<file path="config.mk">
export PLATFORM = sky130hd
export DESIGN_NAME = aquisicao_peso
export DESIGN_NICKNAME = d
export VERILOG_FILES = /design/src/rtl/aquisicao_peso.sv
export SDC_FILE = /design/constraint.sdc
export NUM_CORES = 1
export LEC_CHECK = 0
export ABC_CLOCK_PERIOD_IN_PS = 7300
export CAP_MARGIN = 10
export CORE_ASPECT_RATIO = 1.25
export CORE_MARGIN = 2
export CORE_UTILIZATION = 63
export CTS_BUF_LIST = sky130_fd_sc_hd__clkbuf_8
export CTS_CLUSTER_DIAMETER = 40
export DETAILED_ROUTE_END_ITERATION = 12
export GPL_TIMING_DRIVEN = 0
export PLACE_DENSITY_LB_ADDON = 0.3
export SYNTH_ARGS = -nofsm -noshare
export SYNTH_HDL_FRONTEND = slang
export SYNTH_SLANG_ARGS = --single-unit
</file>
<file path="constraint.sdc">
create_clock -name clk -period 7.3 [get_ports clk]
set_clock_uncertainty 0.05 [all_clocks]
set_input_delay 0.73 -clock clk [delete_from_list [all_inputs] [get_ports clk]]
set_output_delay 0.73 -clock clk [all_outputs]
set_load 0.005 [all_outputs]
</file>
<file path="src/rtl/aquisicao_peso.sv">
// Load-cell acquisition: bit-banged 24-bit ADC frame reader, gram conversion, stability
// detector and per-product weight capture. Define PESO_MEDIA_EN for a 4-sample moving average.
module aquisicao_peso #(
    parameter int DIV_SCK   = 4,
    parameter int SHIFT     = 8,
    parameter int TOL       = 2,
    parameter int N_ESTAVEL = 4
) (
    input  logic        clk,
    input  logic        rst,
    input  logic        adc_dout,
    output logic        adc_sck,
    input  logic [1:0]  produto,
    input  logic        capturar,
    output logic [10:0] peso_atual,
    output logic        amostra_valida,
    output logic        estavel,
    output logic [10:0] peso_banana,
    output logic [10:0] peso_maracuja,
    output logic [10:0] peso_tangerina
);

    typedef enum logic [1:0] {OCIOSO, SCK_ALTO, SCK_BAIXO, PROCESSA} estado_t;

    localparam int CW = (DIV_SCK > 2) ? $clog2(DIV_SCK) : 1;
    localparam int EW = $clog2(N_ESTAVEL + 1);
    localparam logic [CW-1:0] ULTIMO = CW'(DIV_SCK - 1);

    estado_t        estado;
    logic [CW-1:0]  cnt;
    logic [4:0]     bit_cnt;
    logic [23:0]    shreg;
    logic [EW-1:0]  cnt_est;

    logic [23:0]    deslocado;
    logic [10:0]    convertido;
    logic [10:0]    filtrado;
    logic [10:0]    dif;
    logic [EW-1:0]  proximo_cnt;

    // Negative codes read as an empty scale; codes beyond 11 bits clip to full scale.
    always_comb begin
        deslocado = shreg >> SHIFT;
        if (shreg[23])
            convertido = '0;
        else if (deslocado > 24'd2047)
            convertido = 11'd2047;
        else
            convertido = deslocado[10:0];
    end

`ifdef PESO_MEDIA_EN
    logic [2:0][10:0] hist;
    logic [12:0]      soma;

    always_comb begin
        soma     = 13'(convertido) + 13'(hist[0]) + 13'(hist[1]) + 13'(hist[2]);
        filtrado = soma[12:2];
    end
`else
    assign filtrado = convertido;
`endif

    always_comb begin
        dif = (filtrado >= peso_atual) ? (filtrado - peso_atual) : (peso_atual - filtrado);
        if (dif <= 11'(TOL))
            proximo_cnt = (cnt_est == EW'(N_ESTAVEL)) ? cnt_est : cnt_est + EW'(1);
        else
            proximo_cnt = '0;
    end

    always_ff @(posedge clk) begin
        if (rst) begin
            estado         <= OCIOSO;
            adc_sck        <= 1'b0;
            cnt            <= '0;
            bit_cnt        <= '0;
            shreg          <= '0;
            cnt_est        <= '0;
            peso_atual     <= '0;
            amostra_valida <= 1'b0;
            estavel        <= 1'b0;
            peso_banana    <= '0;
            peso_maracuja  <= '0;
            peso_tangerina <= '0;
`ifdef PESO_MEDIA_EN
            hist           <= '0;
`endif
        end else begin
            amostra_valida <= 1'b0;
            unique case (estado)
                OCIOSO: begin
                    adc_sck <= 1'b0;
                    cnt     <= '0;
                    bit_cnt <= '0;
                    if (!adc_dout) begin
                        estado  <= SCK_ALTO;
                        adc_sck <= 1'b1;
                    end
                end
                SCK_ALTO: begin
                    if (cnt == ULTIMO) begin
                        cnt     <= '0;
                        adc_sck <= 1'b0;
                        estado  <= SCK_BAIXO;
                        // The 25th pulse only selects gain 128 / channel A.
                        if (bit_cnt < 5'd24)
                            shreg <= {shreg[22:0], adc_dout};
                    end else begin
                        cnt <= cnt + CW'(1);
                    end
                end
                SCK_BAIXO: begin
                    if (cnt == ULTIMO) begin
                        cnt     <= '0;
                        bit_cnt <= bit_cnt + 5'd1;
                        if (bit_cnt == 5'd24) begin
                            estado <= PROCESSA;
                        end else begin
                            estado  <= SCK_ALTO;
                            adc_sck <= 1'b1;
                        end
                    end else begin
                        cnt <= cnt + CW'(1);
                    end
                end
                PROCESSA: begin
                    peso_atual     <= filtrado;
                    amostra_valida <= 1'b1;
                    cnt_est        <= proximo_cnt;
                    estavel        <= (proximo_cnt == EW'(N_ESTAVEL));
`ifdef PESO_MEDIA_EN
                    hist           <= {hist[1:0], convertido};
`endif
                    estado         <= OCIOSO;
                end
                default: estado <= OCIOSO;
            endcase

            // Reads the registered weight, so a capture on an update edge keeps the old value.
            if (capturar && estavel) begin
                unique case (produto)
                    2'b01:   peso_banana    <= peso_atual;
                    2'b10:   peso_maracuja  <= peso_atual;
                    2'b11:   peso_tangerina <= peso_atual;
                    default: ;
                endcase
            end
        end
    end

endmodule

</file>
==> impl_results.html <==
<table>
<tr><th>Metric</th><th>Value</th></tr>
<tr><th colspan="2">Synth</th></tr>
<tr><td>Post-Synthesis Net Count</td><td>623</td></tr>
<tr><td>Most frequently used flop master after synthesis</td><td>sky130_fd_sc_hd__dfxtp_1</td></tr>
<tr><td>Fraction of the mapped netlist area in adder cells</td><td>9.388%</td></tr>
<tr><td>Synthesized flop and latch total</td><td>83</td></tr>
<tr><td>Library cell occupying the most area in the post-synthesis netlist</td><td>sky130_fd_sc_hd__dfxtp_1</td></tr>
<tr><td>Post-synthesis instance total</td><td>584</td></tr>
<tr><td>Dominant cells by area after synthesis</td><td>sky130_fd_sc_hd__dfxtp_1 36%, sky130_fd_sc_hd__nand2_1 11%, sky130_fd_sc_hd__ha_1 8.5%, sky130_fd_sc_hd__a21oi_1 8.5%, sky130_fd_sc_hd__nor2_1 4.8%</td></tr>
<tr><td>Post-synth EDFFs</td><td>0</td></tr>
<tr><td>Top cell type's share of synthesized area</td><td>36.45%</td></tr>
<tr><td>Compound-cell area share of the yosys netlist</td><td>18.50%</td></tr>
<tr><td>Share of synthesized area spent on multiplexers</td><td>3.404%</td></tr>
<tr><td>Avg Cell Area, Syn</td><td>7.805 um^2</td></tr>
<tr><td>Post-synth ARST share</td><td>0%</td></tr>
<tr><td>Area share of and/or/nand/nor cells after synthesis</td><td>23.11%</td></tr>
<tr><td>Post-Syn Area</td><td>4558 um^2</td></tr>
<tr><td>Number of different library cells in the post-synthesis netlist</td><td>56</td></tr>
<tr><td>Post-synthesis xor/xnor area fraction</td><td>1.921%</td></tr>
<tr><td>Largest family of logic cells by synthesized area</td><td>simple AND/OR/NAND/NOR gates</td></tr>
<tr><td>Sequential fraction of the synthesis area</td><td>36.45%</td></tr>
<tr><td>Syn. warnings</td><td>0</td></tr>
<tr><th colspan="2">Worst setup path</th></tr>
<tr><td>CP max stage cell</td><td>sky130_fd_sc_hd__fa_1</td></tr>
<tr><td>Required time of the worst setup path</td><td>7.53 ns</td></tr>
<tr><td>Element type at the critical path end</td><td>register</td></tr>
<tr><td>Worst Path Buf+Inv</td><td>2</td></tr>
<tr><td>Cell-by-cell listing of the critical path</td><td>nor3_1 &gt; nand2_1 &gt; clkbuf_1 &gt; nor2_1 &gt; nor2_1 &gt; inv_1 &gt; fa_1 &gt; xor2_1 &gt; a2111oi_0 &gt; o21ai_0 &gt; a2111o_1 &gt; nor2_1 &gt; o2111ai_1 &gt; a21oi_1</td></tr>
<tr><td>Register-to-Register Setup Slack</td><td>3.36 ns</td></tr>
<tr><td>Crit Path Category</td><td>reg -&gt; reg</td></tr>
<tr><td>Terminus of the critical flop-to-flop path</td><td>estavel</td></tr>
<tr><td>Worst-case reg-to-reg path depth</td><td>14</td></tr>
<tr><td>Max FO, Critical Path</td><td>10</td></tr>
<tr><td>Maximum single-stage delay on the critical path</td><td>0.45 ns</td></tr>
<tr><td>Element type at the critical path start</td><td>register</td></tr>
<tr><td>Worst r2r src</td><td>shreg[19]</td></tr>
<tr><td>Data arrival time of the worst path</td><td>4.17 ns</td></tr>
<tr><td>Top cell by count, worst path</td><td>sky130_fd_sc_hd__nor2_1</td></tr>
<tr><td>Category of cells accounting for the largest share of critical-path delay</td><td>compound AO/OA/AOI/OAI gates</td></tr>
<tr><th colspan="2">Clocking</th></tr>
<tr><td>Setup repair bufs after CTS</td><td>0</td></tr>
<tr><td>CTS buffer count</td><td>9</td></tr>
<tr><td>TritonCTS clock tree</td><td>built</td></tr>
<tr><td>Total of hold buffers inserted after clock tree synthesis</td><td>0</td></tr>
<tr><td>Maximum clock insertion buffer count</td><td>2</td></tr>
<tr><td>Clock latency reported for the late side of the worst-skew pair</td><td>0.36 ns</td></tr>
<tr><td>CTS sink cnt</td><td>83</td></tr>
<tr><td>Clock Pin Slew Worst Setup and Hold Paths</td><td>0.09 ns</td></tr>
<tr><td>Root buffer cell</td><td>sky130_fd_sc_hd__clkbuf_8</td></tr>
<tr><td>H-Tree Level Count</td><td>3</td></tr>
<tr><td>Quantity of gates resized following cts</td><td>0</td></tr>
<tr><th colspan="2">Worst hold path</th></tr>
<tr><td>Hold Path Sink</td><td>shreg[2]</td></tr>
<tr><td>Hold path depth</td><td>2</td></tr>
<tr><td>Hold Startpoint</td><td>shreg[1]</td></tr>
<tr><td>Class of the worst hold path</td><td>reg -&gt; reg</td></tr>
<tr><th colspan="2">STA</th></tr>
<tr><td>RSZ-0062 raised after global routing</td><td>no</td></tr>
<tr><td>Number of max-slew violations in the final report</td><td>0</td></tr>
<tr><td>Tightest hold margin</td><td>0.4066 ns</td></tr>
<tr><td>Worst-margin pin slew</td><td>0.6192 ns</td></tr>
<tr><td>Final count of negative-setup-slack endpoints</td><td>0</td></tr>
<tr><td>Max Fclk</td><td>253.7 MHz</td></tr>
<tr><td>Total negative slack for setup checks</td><td>0 ns</td></tr>
<tr><td>Fraction of the cycle the final worst path needs</td><td>54.00%</td></tr>
<tr><td>Endpoints failing hold</td><td>0</td></tr>
<tr><td>Final critical-path required period</td><td>3.942 ns</td></tr>
<tr><td>Max_slew headroom</td><td>58.72%</td></tr>
<tr><th colspan="2">Final layout</th></tr>
<tr><td>Sequential cell area</td><td>1662 um^2</td></tr>
<tr><td>Filler Cell Count</td><td>506</td></tr>
<tr><td>Layout area overhead</td><td>17.54%</td></tr>
<tr><td>Fraction of final layout cells sized beyond drive strength 1</td><td>6.605%</td></tr>
<tr><td>Total number of nets in the final design</td><td>685</td></tr>
<tr><td>Fraction of the core area covered by cells at the end of the flow</td><td>76.79%</td></tr>
<tr><td>Post-route insts no fill</td><td>741</td></tr>
<tr><td>Area of combinational cells with multiple inputs</td><td>2567 um^2</td></tr>
<tr><td>Ant. Diodes</td><td>0</td></tr>
<tr><th colspan="2">Place</th></tr>
<tr><td>Global placer's final weighted congestion</td><td>0.9674</td></tr>
<tr><td>Detailed placement HPWL</td><td>8784 um</td></tr>
<tr><td>Dpl cells</td><td>725</td></tr>
<tr><td>Number of buffers inserted by port buffering</td><td>51</td></tr>
<tr><th colspan="2">Detailed routing</th></tr>
<tr><td>Drt pass-1 iters</td><td>5</td></tr>
<tr><td>Remaining design rule violation count</td><td>0</td></tr>
<tr><td>Average wire per standard cell</td><td>15.69 um</td></tr>
<tr><td>Violation count after the first detailed-route iteration</td><td>241</td></tr>
<tr><td>Detail Route Antenna Nets</td><td>0</td></tr>
<tr><td>Routed WL</td><td>11620 um</td></tr>
<tr><td>Average via count per standard cell</td><td>5.842</td></tr>
<tr><td>Via count</td><td>4329</td></tr>
<tr><th colspan="2">Global routing</th></tr>
<tr><td>Initial antenna violation count</td><td>0</td></tr>
<tr><td>Wire length of the first global-routing pass</td><td>19290 um</td></tr>
<tr><td>Pin count of the biggest net entering global routing</td><td>16</td></tr>
<tr><td>Leftover overflow at the end of global routing</td><td>0</td></tr>
<tr><td>Total track usage</td><td>30.47%</td></tr>
<tr><td>Via count of the first global-routing pass</td><td>4222</td></tr>
<tr><th colspan="2">Floorplan</th></tr>
<tr><td>Die Ht</td><td>99.10 um</td></tr>
<tr><td>Initial Util</td><td>65.33%</td></tr>
<tr><td>Standard cell core area</td><td>6977 um^2</td></tr>
<tr><td>Number of placed I/O pins</td><td>53</td></tr>
<tr><td>Row count</td><td>34</td></tr>
<tr><td>Die Wd</td><td>80.08 um</td></tr>
<tr><td>Die outline area</td><td>7936 um^2</td></tr>
<tr><th colspan="2">Status</th></tr>
<tr><td>Outcome</td><td>finished clean</td></tr>
<tr><th colspan="2">Run</th></tr>
<tr><td>Maxcap violations</td><td>0</td></tr>
<tr><th colspan="2">Power and ir drop</th></tr>
<tr><td>Power consumption</td><td>881.6 uW</td></tr>
<tr><td>Areal power density over the cells</td><td>164.5 nW/um^2</td></tr>
<tr><td>IR Drop Worst-Case VDD</td><td>0.0001639 V</td></tr>
<tr><td>Leakage component of the power</td><td>0.001968 uW</td></tr>
</table>
area by class of cell:
| type | instances | area share, % |
|---|---|---|
| buffer | 32 | 3.480 |
| clock buffer | 9 | 2.312 |
| clock inverter | 7 | 0.9808 |
| inverter | 38 | 2.662 |
| multi-input combinational | 431 | 47.92 |
| sequential | 83 | 31.01 |
| tap | 90 | 2.102 |
| timing repair buffer | 51 | 9.528 |
cells by family after synthesis:
| family | after synthesis |
|---|---|
| xor+xnor | 10 |
| flops | 83 |
| mux | 15 |
| fa+ha+maj | 33 |
| simple gates | 244 |
| buf+inv | 70 |
| compound gates | 129 |
Yosys cell counts, types with 3 or more instances:
cell type	number
sky130_fd_sc_hd__nor2_1	58
sky130_fd_sc_hd__clkbuf_1	23
sky130_fd_sc_hd__xnor2_1	4
sky130_fd_sc_hd__a21oi_1	77
sky130_fd_sc_hd__buf_6	7
sky130_fd_sc_hd__ha_1	31
sky130_fd_sc_hd__nand2b_1	6
sky130_fd_sc_hd__dfxtp_1	83
sky130_fd_sc_hd__mux2_2	4
sky130_fd_sc_hd__o211ai_1	7
sky130_fd_sc_hd__nand3_1	10
sky130_fd_sc_hd__nor2b_1	3
sky130_fd_sc_hd__o2111ai_1	5
sky130_fd_sc_hd__nor3_1	9
sky130_fd_sc_hd__a21o_1	7
sky130_fd_sc_hd__nand2_1	133
sky130_fd_sc_hd__xor2_1	6
sky130_fd_sc_hd__mux2i_1	11
sky130_fd_sc_hd__and3_1	3
sky130_fd_sc_hd__a211oi_1	4
sky130_fd_sc_hd__nand3b_1	4
sky130_fd_sc_hd__nand4_1	4
sky130_fd_sc_hd__inv_1	38
sky130_fd_sc_hd__o21ai_0	6
sky130_fd_sc_hd__a31oi_1	3
routing by layer:
layer	wire length [um]	vias up	global-route usage, %	part of all wire, %
li1	-	2084	-	-
met5	0	-	0	0
met2	5952	155	53.46	51
met1	4619	2040	35.50	40
met3	585	50	4.628	5.0
met4	467	0	15.51	4.0
worst reg2reg max path, delay by kind of cell, from the launching register on:
family | cells | cell delay (ns)
AND/OR/NAND/NOR | 5 | 0.94
XOR/XNOR | 1 | 0.18
AO/OA/AOI/OAI | 5 | 1.43
adder cells (fa/ha/maj) | 1 | 0.45
flip-flops | 1 | 0.36
buffers and inverters | 2 | 0.47
flip-flops by register name (all words and copies together), names as in the netlist:
name	count
shreg	24
estavel	1
cnt	2
peso_maracuja	11
estado	2
amostra_valida	1
cnt_est	3
peso_atual	11
peso_banana	11
peso_tangerina	11
bit_cnt	5
adc_sck	1
metrics by stage:
step                worst slack, ns  cell area [um^2]
floorplan                     3.947              4558
global placement              3.587              5181
detailed placement            3.486              5181
CTS                           3.477              5358
global route                  3.082              5358
finish                        3.358              5358
power by group:
group | switching [uW] | total (uW) | internal [uW]
logic | 65.4 | 109 | 43.6
clock network | 173 | 298 | 125
registers | 11.2 | 474 | 463
total | 250 | 882 | 632
placed cells by master (no fill, tap or decap), types with 3 or more instances in the layout:
| cell | count |
|---|---|
| sky130_fd_sc_hd__buf_6 | 7 |
| sky130_fd_sc_hd__clkbuf_1 | 23 |
| sky130_fd_sc_hd__o21ai_0 | 6 |
| sky130_fd_sc_hd__clkinvlp_4 | 3 |
| sky130_fd_sc_hd__clkdlybuf4s50_1 | 51 |
| sky130_fd_sc_hd__o2111ai_1 | 5 |
| sky130_fd_sc_hd__nand3b_1 | 4 |
| sky130_fd_sc_hd__and3_1 | 3 |
| sky130_fd_sc_hd__mux2_2 | 4 |
| sky130_fd_sc_hd__xnor2_1 | 4 |
| sky130_fd_sc_hd__inv_1 | 38 |
| sky130_fd_sc_hd__nand3_1 | 10 |
| sky130_fd_sc_hd__clkbuf_8 | 10 |
| sky130_fd_sc_hd__nand4_1 | 4 |
| sky130_fd_sc_hd__nand2b_1 | 6 |
| sky130_fd_sc_hd__ha_1 | 31 |
| sky130_fd_sc_hd__nand2_1 | 133 |
| sky130_fd_sc_hd__a31oi_1 | 3 |
| sky130_fd_sc_hd__xor2_1 | 6 |
| sky130_fd_sc_hd__a211oi_1 | 4 |
| sky130_fd_sc_hd__nor2_1 | 58 |
| sky130_fd_sc_hd__nor3_1 | 9 |
| sky130_fd_sc_hd__dfxtp_1 | 83 |
| sky130_fd_sc_hd__nor2b_1 | 3 |
| sky130_fd_sc_hd__a21o_1 | 7 |
| sky130_fd_sc_hd__mux2i_1 | 11 |
| sky130_fd_sc_hd__o211ai_1 | 7 |
| sky130_fd_sc_hd__a21oi_1 | 77 |
how the worst max path moves through the flow:
stage / slack (ns) / depth (start not counted) / endpoint / startpoint
3_5_place_dp: 3.49 / 15 / cnt_est[2] / shreg[19]
4_1_cts: 3.48 / 15 / cnt_est[2] / shreg[19]
6_report: 3.36 / 14 / estavel / shreg[19]
2_1_floorplan: 3.95 / 14 / cnt_est[2] / shreg[19]
3_3_place_gp: 3.59 / 15 / cnt_est[2] / shreg[19]
5_1_grt: 3.08 / 15 / cnt_est[2] / shreg[19]
(Power assumes the default switching activity.)
==> variant 1, RTL diff (same settings) <==
Change the parameter `DIV_SCK` from 4 to 8.
--- a/src/rtl/aquisicao_peso.sv
+++ b/src/rtl/aquisicao_peso.sv
@@ -2,5 +2,5 @@
 // detector and per-product weight capture. Define PESO_MEDIA_EN for a 4-sample moving average.
 module aquisicao_peso #(
-    parameter int DIV_SCK   = 4,
+    parameter int DIV_SCK   = 8,
     parameter int SHIFT     = 8,
     parameter int TOL       = 2,
Function: changed (Yosys sat finds a counterexample within 10 cycles, from zero or initial values and one cycle with rst high).
==> variant 1 against the original RTL <==
  * Critical path depth rose by 2
  * Final area increased by 0.40%
  * Global-route usage is 0.70 points higher
  * Sequential cell count is 1 higher
  * Clock power is 3% higher
  * Total power is 1.2% higher
  * Worst setup slack got worse by 0.13 ns
  * Synthesized area increased by 0.30%
  * Routed wire length is 3.6% higher
  * Die area rose by 0.29%
  * Largest power group unchanged
==> variant 1: results (changes against the original RTL) <==
- The peak supply drop was 189 uV (+15%).
* GRT met1 Usage: 37.3% (+1.8 points)
* Synth Area per Inst: 7.68 sq um (-1.6%)
* Share of layout cells above drive strength 1: 5.44% (-1.2 points)
* Static power due to leakage: 1.98 nW (+0.43%)
- Status: finished, final reports clean
* Cell with the largest stage delay on the worst path: sky130_fd_sc_hd__a221oi_2
- The minimum clock period is 4.07 ns (+0.131 ns).
- The path depth of the worst reg2reg path came to 16 (+2).
* Routed vias/inst: 5.85 (about the same)
* Routed length on met2: 6.30 mm (+5.8%)
- The number of nets in the final layout was 697 (+1.8%).
- Commonest cells in the synthesized netlist: sky130_fd_sc_hd__nand2_1 (132), sky130_fd_sc_hd__dfxtp_1 (84), sky130_fd_sc_hd__a21oi_1 (80)
- Crit path DAT: 4.30 ns (+0.13 ns)
- The detailed-route wire length on metal 1 was 4.91 mm (+6.3%).
- The final instance count without filler cells came to 752 (+1.5%).
- The routed wire length is 12.0 mm (+3.6%).
- The number of global-route vias before repair came to 4113 (-2.6%).
* Met2 Usage GRT: 54.9% (+1.5 points)
- The global-route wire length before repair is 19.6 mm (+1.5%).
* RR Startpoint: shreg[20]$_SDFFE_PP0P_
* FILL cells: 507 (+0.20%)
- The count of placed standard cells including taps came to 736 (+1.5%).
- The max-slew headroom at the worst pin is 58.2% (-0.51 points).
- The routability congestion estimate from global placement came to 0.968 (about the same).
## variant 1: cell types whose count changed after synthesis, moves of 3 or more
cell | before | now
sky130_fd_sc_hd__o21ai_0 | 6 | 12
sky130_fd_sc_hd__a21oi_1 | 77 | 80
sky130_fd_sc_hd__a31oi_1 | 3 | 0
sky130_fd_sc_hd__o2111ai_1 | 5 | 1
sky130_fd_sc_hd__inv_1 | 38 | 34
sky130_fd_sc_hd__nor2_1 | 58 | 62
sky130_fd_sc_hd__buf_6 | 7 | 2
sky130_fd_sc_hd__mux2i_1 | 11 | 14
sky130_fd_sc_hd__nor3_1 | 9 | 6
sky130_fd_sc_hd__a21o_1 | 7 | 3
## variant 1: kinds of logic (layout without fill, tap and decap cells)
| group | count (synthesis) | in the layout | synth area share [%] |
|---|---|---|---|
| XOR/XNOR | 9 | 9 | 1.72 |
| adder cells (fa/ha/maj) | 34 | 34 | 9.63 |
| buffers and inverters | 67 | 134 | 6.05 |
| AND/OR/NAND/NOR | 252 | 252 | 24.1 |
| AO/OA/AOI/OAI | 133 | 133 | 18.2 |
| flip-flops | 84 | 84 | 36.8 |
| multiplexers | 16 | 16 | 3.56 |
## variant 1: where the power goes
part | switching, mW | internal, mW
sequential | 0.0106 | 0.468
combinational | 0.0634 | 0.0422
clock | 0.179 | 0.129
total | 0.253 | 0.639
## variant 1: cell type report
| type | count | share of cell area [%] |
|---|---|---|
| clock buffer | 9 | 2.30 |
| inverter | 35 | 2.44 |
| multi-input combinational | 444 | 48.6 |
| sequential | 84 | 31.3 |
| buffer | 32 | 2.70 |
| tap | 90 | 2.09 |
| clock inverter | 7 | 1.12 |
| timing repair buffer | 51 | 9.49 |
==> variant 2, RTL diff (same settings) <==
Without the edit above. Register the output `peso_tangerina` once more; this adds one clock of latency there. The other outputs are not delayed to match.
--- a/src/rtl/aquisicao_peso.sv
+++ b/src/rtl/aquisicao_peso.sv
@@ -26,4 +26,6 @@
     localparam int EW = $clog2(N_ESTAVEL + 1);
     localparam logic [CW-1:0] ULTIMO = CW'(DIV_SCK - 1);
+
+    logic [10:0] peso_tangerina_s0;
 
     estado_t        estado;
@@ -83,5 +85,5 @@
             peso_banana    <= '0;
             peso_maracuja  <= '0;
-            peso_tangerina <= '0;
+            peso_tangerina_s0 <= '0;
 `ifdef PESO_MEDIA_EN
             hist           <= '0;
@@ -143,5 +145,5 @@
                     2'b01:   peso_banana    <= peso_atual;
                     2'b10:   peso_maracuja  <= peso_atual;
-                    2'b11:   peso_tangerina <= peso_atual;
+                    2'b11:   peso_tangerina_s0 <= peso_atual;
                     default: ;
                 endcase
@@ -150,4 +152,8 @@
     end
 
+    always_ff @(posedge clk) begin
+        peso_tangerina <= peso_tangerina_s0;
+    end
+
 endmodule
 
Function: no difference found for any inputs over 10 cycles, from zero or initial values and one cycle with rst high; that may be too few to reach the edited logic, so the function may still have changed.
==> variant 2 against the original RTL <==
  * Sequential cell count is 11 higher
  * Worst setup slack worse by 0.28 ns
  * Synthesized cell count is 9.6% higher
  * Hold slack worse by 0.096 ns
  * Routed wire length is 13% higher
  * Synthesized area is 8.0% higher
  * Final area is 7.3% higher
  * Total power is 8.5% higher
==> variant 2: results (changes against the original RTL) <==
- The global-route wire length before repair came to 20.7 mm (+7.3%).
* Detailed Route Iter0 Violations: 256 (+6.2%)
- The fraction of area in registers is 32.7% (+1.7 points).
- The area taken by multi-input logic gates is 2750 sq um (+7.2%).
- Status: finished, final reports clean
* Final nets: 742 (+8.3%)
- Number of ordinary inverters in the final layout: 39 (+2.6%)
- The met3 track demand over resource was 4.48% (-0.14 points).
- Proportion of synthesized area in mux cells: 2.67% (-0.74 points)
- The share of synthesized cell area in full adder, half adder and majority cells came to 8.69% (-0.70 points).
- Main area contributors after synthesis: sky130_fd_sc_hd__dfxtp_1 (38%), sky130_fd_sc_hd__nand2_1 (10%), sky130_fd_sc_hd__a21oi_1 (8.3%)
- RR Startpoint: shreg[20]$_SDFFE_PP0P_
* Clock buffers: 10 (+1)
- Parity-gate share of the synthesized area counting xor and xnor cells: 1.42% (-0.50 points)
* Pin count of the biggest net entering global routing: 17 (+1)
- The static power due to leakage was 2.08 nW (+5.6%).
- The routability congestion estimate from global placement is 0.957 (-1.1%).
- The detailed-routed wire length on met2 was 6.58 mm (+11%).
* Number of I/O port buffers: 52 (+2.0%)
- Syn_nets: 679 (+9.0%)
- The proportion of power drawn by combinational gates was 11.1% (-1.3 points).
- Met2 Usage GRT: 55.2% (+1.7 points)
- Net switching fraction of the power: 26.7% (-1.6 points)
- The cell count of the worst hold path is 0 (-2).
- On the critical path the largest part of the delay comes from simple AND/OR/NAND/NOR gates.
- The total core area was 7700 sq um (+10%).
- Number of sequential storage elements: 94 (+13%)
- Global Route Usage Sum: 30.5% (+0.050 points)
- The detailed-route wire length on metal 1 is 5.29 mm (+15%).
- The path with the worst hold slack has its endpoint at peso_tangerina[5]$_DFF_P_.
* HPWL after detailed placement: 9.95 mm (+13%)
- The number of signal-net buffers in the layout came to 87 (+4.8%).
==> variant 2: cell count changes in the layout (fill, tap and decap cells not counted), moves of 6 or more <==
cell | before | now
sky130_fd_sc_hd__o21ai_0 | 6 | 19
sky130_fd_sc_hd__dfxtp_1 | 83 | 94
sky130_fd_sc_hd__buf_6 | 7 | 0
sky130_fd_sc_hd__a21o_1 | 7 | 1
==> variant 2: stage by stage <==
stage / total power [mW] / util, % / hold WS (ns) / worst slack [ns] / cells
CTS: 0.958 / 74.6 / 0.310 / 3.07 / 803
floorplan: 0.619 / - / 0.281 / 3.79 / 640
finish: 0.956 / 74.6 / 0.310 / 3.08 / 803
global route: 0.996 / 74.6 / 0.317 / 2.76 / 803
global placement: 0.642 / 72.2 / 0.284 / 3.21 / 787
detailed placement: 0.650 / 72.2 / 0.291 / 3.11 / 787
